File: config.mk
export PLATFORM = sky130hd
export DESIGN_NAME = bcd_to_bin
export DESIGN_NICKNAME = d
export VERILOG_FILES = /design/src/rtl/bcd_pkg.sv /design/src/rtl/bcd_to_bin_mul10_add.sv /design/src/rtl/bcd_to_bin.sv
export SDC_FILE = /design/constraint.sdc
export NUM_CORES = 1
export LEC_CHECK = 0
export CAP_MARGIN = 20
export CORE_ASPECT_RATIO = 1.2
export CORE_MARGIN = 4
export CORE_UTILIZATION = 53
export DETAILED_ROUTE_END_ITERATION = 10
export PLACE_DENSITY = 0.84
export SLEW_MARGIN = 0
export SYNTH_ARGS = -nofsm -noshare
export SYNTH_HDL_FRONTEND = slang
export SYNTH_SLANG_ARGS = --single-unit
File: constraint.sdc
create_clock -name clk -period 4.1 [get_ports clk]
set_input_delay 1.23 -clock clk [delete_from_list [all_inputs] [get_ports clk]]
set_output_delay 1.23 -clock clk [all_outputs]
set_load 0.005 [all_outputs]
File: src/rtl/bcd_pkg.sv
// Shared widths, limits and FSM state type for the BCD-to-binary converter.
package bcd_pkg;
    localparam int DIGIT_W        = 4;
    localparam int ACC_W          = 10;
    localparam int RES_W          = 8;
    localparam int DIGIT_MAX      = 9;
    localparam int UNSIGNED_MAX   = 255;
    localparam int SIGNED_POS_MAX = 127;
    localparam int SIGNED_NEG_MAX = 128;

    typedef enum logic [1:0] {IDLE, ACC, FIN} state_t;
endpackage

File: src/rtl/bcd_to_bin_mul10_add.sv
// One accumulation step: acc*10 + digit, with illegal digits contributing zero.
module mul10_add
    import bcd_pkg::*;
(
    input  logic [ACC_W-1:0]   acc,
    input  logic [DIGIT_W-1:0] digit,
    output logic [ACC_W-1:0]   acc_nxt,
    output logic               illegal
);
    always_comb begin
        illegal = (digit > DIGIT_W'(DIGIT_MAX));
        acc_nxt = (acc << 3) + (acc << 1) + (illegal ? '0 : ACC_W'(digit));
    end
endmodule

File: src/rtl/bcd_to_bin.sv
// Sequential 3-digit BCD to 8-bit binary converter with start/busy/done handshake.
// BCD_SIGN_EN enables signed (two's complement) results driven by the negative input.
module bcd_to_bin
    import bcd_pkg::*;
(
    input  logic               clk,
    input  logic               rst_n,
    input  logic               start,
    input  logic [DIGIT_W-1:0] centenas,
    input  logic [DIGIT_W-1:0] decenas,
    input  logic [DIGIT_W-1:0] unidades,
    input  logic               negative,
    output logic               busy,
    output logic               done,
    output logic [RES_W-1:0]   result,
    output logic               err_digit,
    output logic               err_range
);
    state_t             state;
    logic [1:0]         idx;
    logic [ACC_W-1:0]   acc;
    logic [ACC_W-1:0]   acc_nxt;
    logic [DIGIT_W-1:0] cen_q, dec_q, uni_q;
    logic               neg_q;
    logic               bad;
    logic               illegal;
    logic [DIGIT_W-1:0] digit;
    logic               over;
    logic [RES_W-1:0]   mag;

    always_comb begin
        case (idx)
            2'd0:    digit = cen_q;
            2'd1:    digit = dec_q;
            default: digit = uni_q;
        endcase
    end

    mul10_add u_mul10_add (
        .acc     (acc),
        .digit   (digit),
        .acc_nxt (acc_nxt),
        .illegal (illegal)
    );

`ifdef BCD_SIGN_EN
    // Negative side reaches one further than positive: -128 fits, +128 does not.
    always_comb begin
        over = neg_q ? (acc > ACC_W'(SIGNED_NEG_MAX)) : (acc > ACC_W'(SIGNED_POS_MAX));
        mag  = neg_q ? RES_W'(~acc[RES_W-1:0] + 1'b1) : acc[RES_W-1:0];
    end
`else
    logic unused_neg;
    assign unused_neg = neg_q;

    always_comb begin
        over = (acc > ACC_W'(UNSIGNED_MAX));
        mag  = acc[RES_W-1:0];
    end
`endif

    always_ff @(posedge clk) begin
        if (!rst_n) begin
            state     <= IDLE;
            busy      <= 1'b0;
            done      <= 1'b0;
            result    <= '0;
            err_digit <= 1'b0;
            err_range <= 1'b0;
            acc       <= '0;
            idx       <= '0;
            bad       <= 1'b0;
            cen_q     <= '0;
            dec_q     <= '0;
            uni_q     <= '0;
            neg_q     <= 1'b0;
        end else begin
            done <= 1'b0;
            case (state)
                IDLE: begin
                    if (start) begin
                        cen_q <= centenas;
                        dec_q <= decenas;
                        uni_q <= unidades;
                        neg_q <= negative;
                        acc   <= '0;
                        idx   <= '0;
                        bad   <= 1'b0;
                        busy  <= 1'b1;
                        state <= ACC;
                    end
                end
                ACC: begin
                    acc <= acc_nxt;
                    bad <= bad | illegal;
                    idx <= idx + 2'd1;
                    if (idx == 2'd2) state <= FIN;
                end
                FIN: begin
                    busy  <= 1'b0;
                    done  <= 1'b1;
                    state <= IDLE;
                    // An illegal digit masks any range error.
                    if (bad) begin
                        result    <= '0;
                        err_digit <= 1'b1;
                        err_range <= 1'b0;
                    end else if (over) begin
                        result    <= '0;
                        err_digit <= 1'b0;
                        err_range <= 1'b1;
                    end else begin
                        result    <= mag;
                        err_digit <= 1'b0;
                        err_range <= 1'b0;
                    end
                end
                default: state <= IDLE;
            endcase
        end
    end
endmodule
==> After elaboration in Yosys (flattened, before gate mapping) <==
Index checks and enable logic that the tools add are counted.
{ "totals": {"reg_bits": 39, "in_bits": 16, "out_inout_bits": 12, "word_cells": 51} }
{ "op_classes": {"addsub": 3, "order_cmp": 2, "n_eq_ne": 6, "n_mux": 19, "n_bitwise": 1, "reduce_logical": 8} }
{ "op_table": {"columns": ["operator", "count"], "rows": [
  ["one-hot mux 10 bit (2 select lines)", 1],
  ["two-way mux 8 bit", 2],
  ["adder 10 bit", 1],
  ["adder 10 x 4 -> 10 bit", 1],
  ["> comparator 10 x 8 -> 1 bit, second input constant", 1],
  ["two-way mux 10 bit", 1],
  ["one-hot mux 2 bit (2 select lines)", 2],
  ["one-hot mux 4 bit (2 select lines)", 1],
  ["AND reduction 2 bit", 4],
  ["two-way mux 1 bit", 6],
  ["two-way mux 2 bit", 3],
  ["== test 2 x 1 -> 1 bit, second input constant", 2],
  ["== test 2 bit, second input constant", 2],
  ["> comparator 4 bit, second input constant", 1],
  ["zero test 2 bit", 2],
  ["two-way mux 4 bit", 1],
  ["inequality test 2 bit, second input constant", 2],
  ["one-hot mux 1 bit (2 select lines)", 2],
  ["nonzero test 2 bit", 2],
  ["adder 2 x 1 -> 2 bit, second input constant", 1],
  ["OR 1 bit", 1]
]} }

==> Logic depth before layout (Yosys ltp) <==
{ "logic_depth": {"ltp_word": 6, "depth_mapped": 13, "mapped_depth_nobuf": 13} }

==> Cells and area by module <==
Synthesis repeated with hierarchy kept, for this count alone.
{ "unflattened": {"hier_cells": 196, "area_unflattened_um2": 1883.1} }
{ "modules_own_cells": {"columns": ["mod", "n_inst", "cells_each", "area_each_um2", "seq_area_each_um2"], "rows": [
  ["bcd_to_bin", 1, 146, 1453.9, 780.7],
  ["mul10_add", 1, 50, 429.2, 0.0]
]} }

==> Worst setup path before layout <==
Ideal clock, no wire load.
{ "synth_path": {"path_type": "reg2reg", "startpoint": "register idx[0]", "endpoint": "register acc[8]", "setup_time_ns": 0.118, "arrival_time_ns": 2.763, "required_time_ns": 3.982, "path_slack_ns": 1.218, "path_stages_with_launch": 14, "path_buffers": 0, "synth_period_minus_slack_ns": 2.882, "cell_sequence": "dfxtp_1 -> inv_1 -> ha_1 -> a22o_1 -> a21oi_1 -> nand3_1 -> fa_1 -> inv_1 -> fa_1 -> a21oi_1 -> o21ai_1 -> a31oi_1 -> xor2_1 -> o21ai_1"} }
{ "synth_via": {"elab_chain_len": 6, "word_cells_on_any_way": 7, "cone_classes": "1 x add/sub; 1 x order compare; 1 x eq/ne; 3 x mux; 1 x reduce/logical"} }
{ "synth_lines": {"columns": ["item", "line", "source"], "rows": [
  ["start, declared", "bcd_to_bin.sv:20", "logic [1:0] idx;"],
  ["start signal, assigned", "bcd_to_bin.sv:96", "idx <= idx + 2'd1;"],
  ["== test 2 x 1 -> 1 bit / zero test 2 bit (equally long branches)", "bcd_to_bin.sv:32", "case (idx)"],
  ["one-hot mux 4 bit (2 select lines) *", "bcd_to_bin.sv:32", null],
  ["> comparator 4 bit", "bcd_to_bin_mul10_add.sv:11", "illegal = (digit > DIGIT_W'(DIGIT_MAX));"],
  ["two-way mux 4 bit *", "bcd_to_bin_mul10_add.sv:12", "acc_nxt = (acc << 3) + (acc << 1) + (illegal ? '0 : ACC_W'(digit));"],
  ["adder 10 x 4 -> 10 bit *", "bcd_to_bin_mul10_add.sv:12", null],
  ["one-hot mux 10 bit (2 select lines) *", "bcd_to_bin.sv:79", "case (state)"],
  ["end signal, assigned", "bcd_to_bin.sv:94", "acc <= acc_nxt;"],
  ["end, declared", "bcd_to_bin.sv:21", "logic [ACC_W-1:0] acc;"]
]} }
Mark *: on every way between the ends. The rest lies on a longest branch, timed or not.
A chain may end at the register's enable or synchronous reset.

==> Worst setup path in the final report <==
Same ends and word-level chain as after synthesis.

==> results_tabular.tex <==
\begin{tabular}{lr}
\hline
Metric & Value \\
\hline
\multicolumn{2}{l}{\textbf{Run status}} \\
Status & finished, final reports clean \\
\multicolumn{2}{l}{\textbf{Placement}} \\
Dpl cells & 267 \\
Final weighted congestion of routability-driven global placement & 0.8409 \\
Number of input and output port buffers inserted & 26 \\
Post-detailed-placement half-perimeter wirelength & 2770 um \\
Area of placed instances & 2122 um\^{}2 \\
\multicolumn{2}{l}{\textbf{Timing}} \\
Final sum of negative setup slack & 0 ps \\
Worst slew margin relative to its limit & 0.3894 \\
RSZ-0062 raised after global routing & false \\
Clock period minus worst slack & 3246 ps \\
Setup violators final & 0 \\
Setup Skew & 7.339 ps \\
Number of max-slew violations in the final report & 0 \\
Fmax & 308.1 MHz \\
Final hold violation count & 0 \\
Final worst path period share & 0.7917 \\
Transition time at the pin with the least slew margin & 914.0 ps \\
\multicolumn{2}{l}{\textbf{Synth}} \\
Average cell area after synthesis & 8.705 um\^{}2 \\
Post-Syn Nets & 247 \\
Post-synth top flop & sky130\_fd\_sc\_hd\_\_dfxtp\_1 \\
EDFF count, synth & 0 \\
Top cells by area, synth & sky130\_fd\_sc\_hd\_\_dfxtp\_1 42\%, sky130\_fd\_sc\_hd\_\_ha\_1 12\%, sky130\_fd\_sc\_hd\_\_a21oi\_1 6.0\%, sky130\_fd\_sc\_hd\_\_nand2\_1 5.9\%, sky130\_fd\_sc\_hd\_\_a22oi\_1 5.7\% \\
Number of distinct library cells after synthesis & 31 \\
Fraction of the yosys area taken by sequential cells & 0.4231 \\
Share of async-settable or async-resettable flops after synthesis & 0 \\
Area of the mapped netlist & 1846 um\^{}2 \\
Top-area cell type share of the netlist area & 0.4231 \\
Post-synth top area cell & sky130\_fd\_sc\_hd\_\_dfxtp\_1 \\
Post-Syn Instances & 212 \\
Total of flip-flops plus latches after synthesis & 39 \\
Number of warning messages in the yosys log & 0 \\
\multicolumn{2}{l}{\textbf{Die}} \\
IO Pins & 28 \\
Core footprint & 3338 um\^{}2 \\
Placement Rows & 23 \\
Die X & 61.87 um \\
Starting density of the core & 0.5528 \\
Total die area & 4494 um\^{}2 \\
Vertical extent of the die & 72.64 um \\
\multicolumn{2}{l}{\textbf{Clock tree}} \\
Root buffer selected by CTS & sky130\_fd\_sc\_hd\_\_clkbuf\_8 \\
Clk\_lat worst skew & 300 ps \\
H-tree level count & 2 \\
Maximum number of buffers from clock root to sink & 2 \\
Total clock buffers created by CTS & 5 \\
Post-CTS clock slew at the launch and capture registers of the worst setup and hold paths & 80 ps \\
TritonCTS clock tree & yes \\
Post-CTS Hold Fix Bufs & 0 \\
Sinks on Clock Net & 39 \\
Post-CTS sizing & 0 \\
Setup Fix Bufs, Post-CTS & 0 \\
\multicolumn{2}{l}{\textbf{Worst setup path}} \\
Endpoint of the worst setup timing path & acc[8]\$\_SDFFE\_PN0P\_ \\
Arrival time of the worst setup path & 3440 ps \\
Path type of the worst setup path & flop to flop \\
Worst R2R Path Depth & 13 \\
Terminus of the critical flop-to-flop path & acc[8]\$\_SDFFE\_PN0P\_ \\
Highest fanout seen on the critical path & 5 \\
Launching instance or port of the critical path & idx[0]\$\_SDFFE\_PN0P\_ \\
Category of the worst setup path capture point & flop \\
Setup slack of the worst register-to-register path & 850 ps \\
Crit path required time & 4290 ps \\
Worst Setup Start Kind & flop \\
Worst r2r src & idx[0]\$\_SDFFE\_PN0P\_ \\
\multicolumn{2}{l}{\textbf{Power and ir drop}} \\
Fraction of power spent switching nets & 0.2222 \\
Clock power frac & 0.436 \\
Relative contribution of sequential cells to total power & 0.462 \\
Switching power summed over all nets & 0.0001921 W \\
Peak ir drop on the vdd network & 0.3365 mV \\
Pwr per Cell Area & 383.3 nW/um\^{}2 \\
Combinational group share of total power & 0.102 \\
Leak Pwr & 0.9528 nW \\
Int Power & 0.0006722 W \\
\multicolumn{2}{l}{\textbf{Global routing}} \\
Global-route usage over all layers & 0.1881 \\
Via count of the first global-routing pass & 1463 \\
Overflow left after global routing & 0 \\
Global-route wire length before repair & 6417 um \\
Antenna violations before repair & 0 \\
Pin count of the biggest net entering global routing & 35 \\
\multicolumn{2}{l}{\textbf{Cells and area}} \\
\# nets final & 272 \\
Final standard cell count with taps included and fillers excluded & 275 \\
ANT cells & 0 \\
Post-Layout Inst Area & 2255 um\^{}2 \\
Layout overhead on the synthesized area & 22.17\% \\
Proportion of layout cells with a drive suffix above 1 & 0.03782 \\
\multicolumn{2}{l}{\textbf{Detailed routing}} \\
Via count & 1552 \\
Antenna Violating Nets Remaining & 0 \\
Number of optimization iterations in the first detailed-route pass & 5 \\
Iter 0 DRT Violations & 71 \\
DRC Markers & 0 \\
Aggregate routed wire length & 3816 um \\
Detailed-route wire length per cell & 13.88 um \\
Mean number of vias per cell & 5.644 \\
\multicolumn{2}{l}{\textbf{Min path}} \\
HP Class & flop to flop \\
\multicolumn{2}{l}{\textbf{Flow run}} \\
Count of max-cap constraint violations & 0 \\
\hline
\end{tabular}
cells in the mapped netlist, types with 3 or more instances:
master and number:
sky130_fd_sc_hd__dfxtp_1 39, sky130_fd_sc_hd__nand2_1 29, sky130_fd_sc_hd__nor2_1 26, sky130_fd_sc_hd__a21oi_1 22, sky130_fd_sc_hd__ha_1 17, sky130_fd_sc_hd__a22oi_1 14, sky130_fd_sc_hd__clkbuf_1 8, sky130_fd_sc_hd__inv_1 7
sky130_fd_sc_hd__o21ai_1 6, sky130_fd_sc_hd__nand3_1 5, sky130_fd_sc_hd__a22o_1 4, sky130_fd_sc_hd__xor2_1 4, sky130_fd_sc_hd__a211oi_1 3, sky130_fd_sc_hd__nand2b_1 3, sky130_fd_sc_hd__o21bai_1 3, sky130_fd_sc_hd__xnor2_1 3
cell type report:
type / instances / area [um^2]
clock inverters: 2 / 60.06
multi-input cells: 157 / 1005
repair buffers: 26 / 260.3
fillers: 254 / 1084
flip-flops and latches: 39 / 780.7
clock buffers: 6 / 72.57
inverters: 8 / 30.03
well taps: 37 / 46.29
worst min-delay path by stage:
stage                          startpoint                     to  slack (ps)  cells past startpoint
floorplan           dec_q[0]$_SDFFE_PN0P_  dec_q[0]$_SDFFE_PN0P_         440                      2
global placement        busy$_SDFFE_PN0P_      busy$_SDFFE_PN0P_         440                      2
detailed placement  dec_q[1]$_SDFFE_PN0P_  dec_q[1]$_SDFFE_PN0P_         450                      2
CTS                 dec_q[1]$_SDFFE_PN0P_  dec_q[1]$_SDFFE_PN0P_         460                      2
global route        uni_q[1]$_SDFFE_PN0P_  uni_q[1]$_SDFFE_PN0P_         480                      2
finish              dec_q[1]$_SDFFE_PN0P_  dec_q[1]$_SDFFE_PN0P_         460                      2
sequential cells by signal, indices dropped and copies added (netlist names):
| register | flops |
|---|---|
| acc | 10 |
| result | 8 |
| cen_q | 4 |
| dec_q | 4 |
| uni_q | 4 |
| idx | 2 |
| state | 2 |
| bad | 1 |
| busy | 1 |
| done | 1 |
| err_digit | 1 |
| err_range | 1 |
power by group through the flow:
stage	clock (W)	sequential (W)	combinational (W)
floorplan	0	0.000406	0.0000588
global placement	0	0.000408	0.0000840
detailed placement	0	0.000408	0.0000875
CTS	0.000378	0.000400	0.0000882
global route	0.000393	0.000401	0.0000995
finish	0.000377	0.000400	0.0000880
metrics by stage:
step | hold slack [ps] | worst slack, ps | power (W) | util
after floorplan | 436.0 | 1218 | 0.0004649 | -
after global placement | 441.8 | 984.3 | 0.0004920 | 0.6357
after detailed placement | 446.7 | 895.8 | 0.0004959 | 0.6357
after CTS | 456.3 | 862.8 | 0.0008657 | 0.6754
after global routing | 483.0 | 608.1 | 0.0008936 | 0.6754
final | 456.6 | 854.1 | 0.0008643 | 0.6754
cell families (layout without fill, tap and decap cells):
kind of cell	Yosys count	in the layout	share of synthesized area
AOI/OAI and AO/OA	58	58	0.2007
xor gates and xnor gates	7	7	0.03322
adders and majority gates	19	19	0.1369
buffers and inverters	16	42	0.03254
DFF	39	39	0.4231
muxes	1	1	0.005424
and+or+nand+nor	72	72	0.1681
metal layers:
metal | up-vias | global-route usage | share of wire
li1 | 786 | - | -
met1 | 700 | 0.2178 | 0.43
met2 | 54 | 0.3201 | 0.49
met3 | 12 | 0.03894 | 0.060
met4 | 0 | 0.08962 | 0.023
met5 | - | 0 | 0
layout by cell type, fill, tap and decap left out, drive strengths merged:
| master | count |
|---|---|
| inv | 8 |
| a221oi | 1 |
| a21o | 2 |
| ha | 17 |
| and2 | 1 |
| o31ai | 1 |
| bufinv | 2 |
| nor3 | 2 |
| clkbuf | 6 |
| a21boi | 1 |
| a22oi | 14 |
| nor2 | 26 |
| a31oi | 1 |
| and3 | 2 |
| clkdlybuf4s50 | 26 |
| nor2b | 1 |
| mux2i | 1 |
| a21oi | 22 |
| a211oi | 3 |
| or3 | 1 |
| nand2 | 29 |
| xnor2 | 3 |
| dfxtp | 39 |
| fa | 2 |
| nor4 | 1 |
| o21bai | 3 |
| nand3 | 5 |
| or2 | 1 |
| nand2b | 3 |
| a22o | 4 |
| o21ai | 6 |
| xor2 | 4 |
critical path: stages (launching register included):
cell                      delay (ps)
sky130_fd_sc_hd__dfxtp_1         350
sky130_fd_sc_hd__inv_1            90
sky130_fd_sc_hd__ha_1            270
sky130_fd_sc_hd__a22o_1          250
sky130_fd_sc_hd__a21oi_1         200
sky130_fd_sc_hd__nand3_1         140
sky130_fd_sc_hd__fa_1            500
sky130_fd_sc_hd__inv_1            70
sky130_fd_sc_hd__fa_1            470
sky130_fd_sc_hd__a21oi_1         260
sky130_fd_sc_hd__o21ai_1         100
sky130_fd_sc_hd__a31oi_1         210
sky130_fd_sc_hd__xor2_1          180
sky130_fd_sc_hd__o21ai_1          70
(Power assumes the default switching activity.)
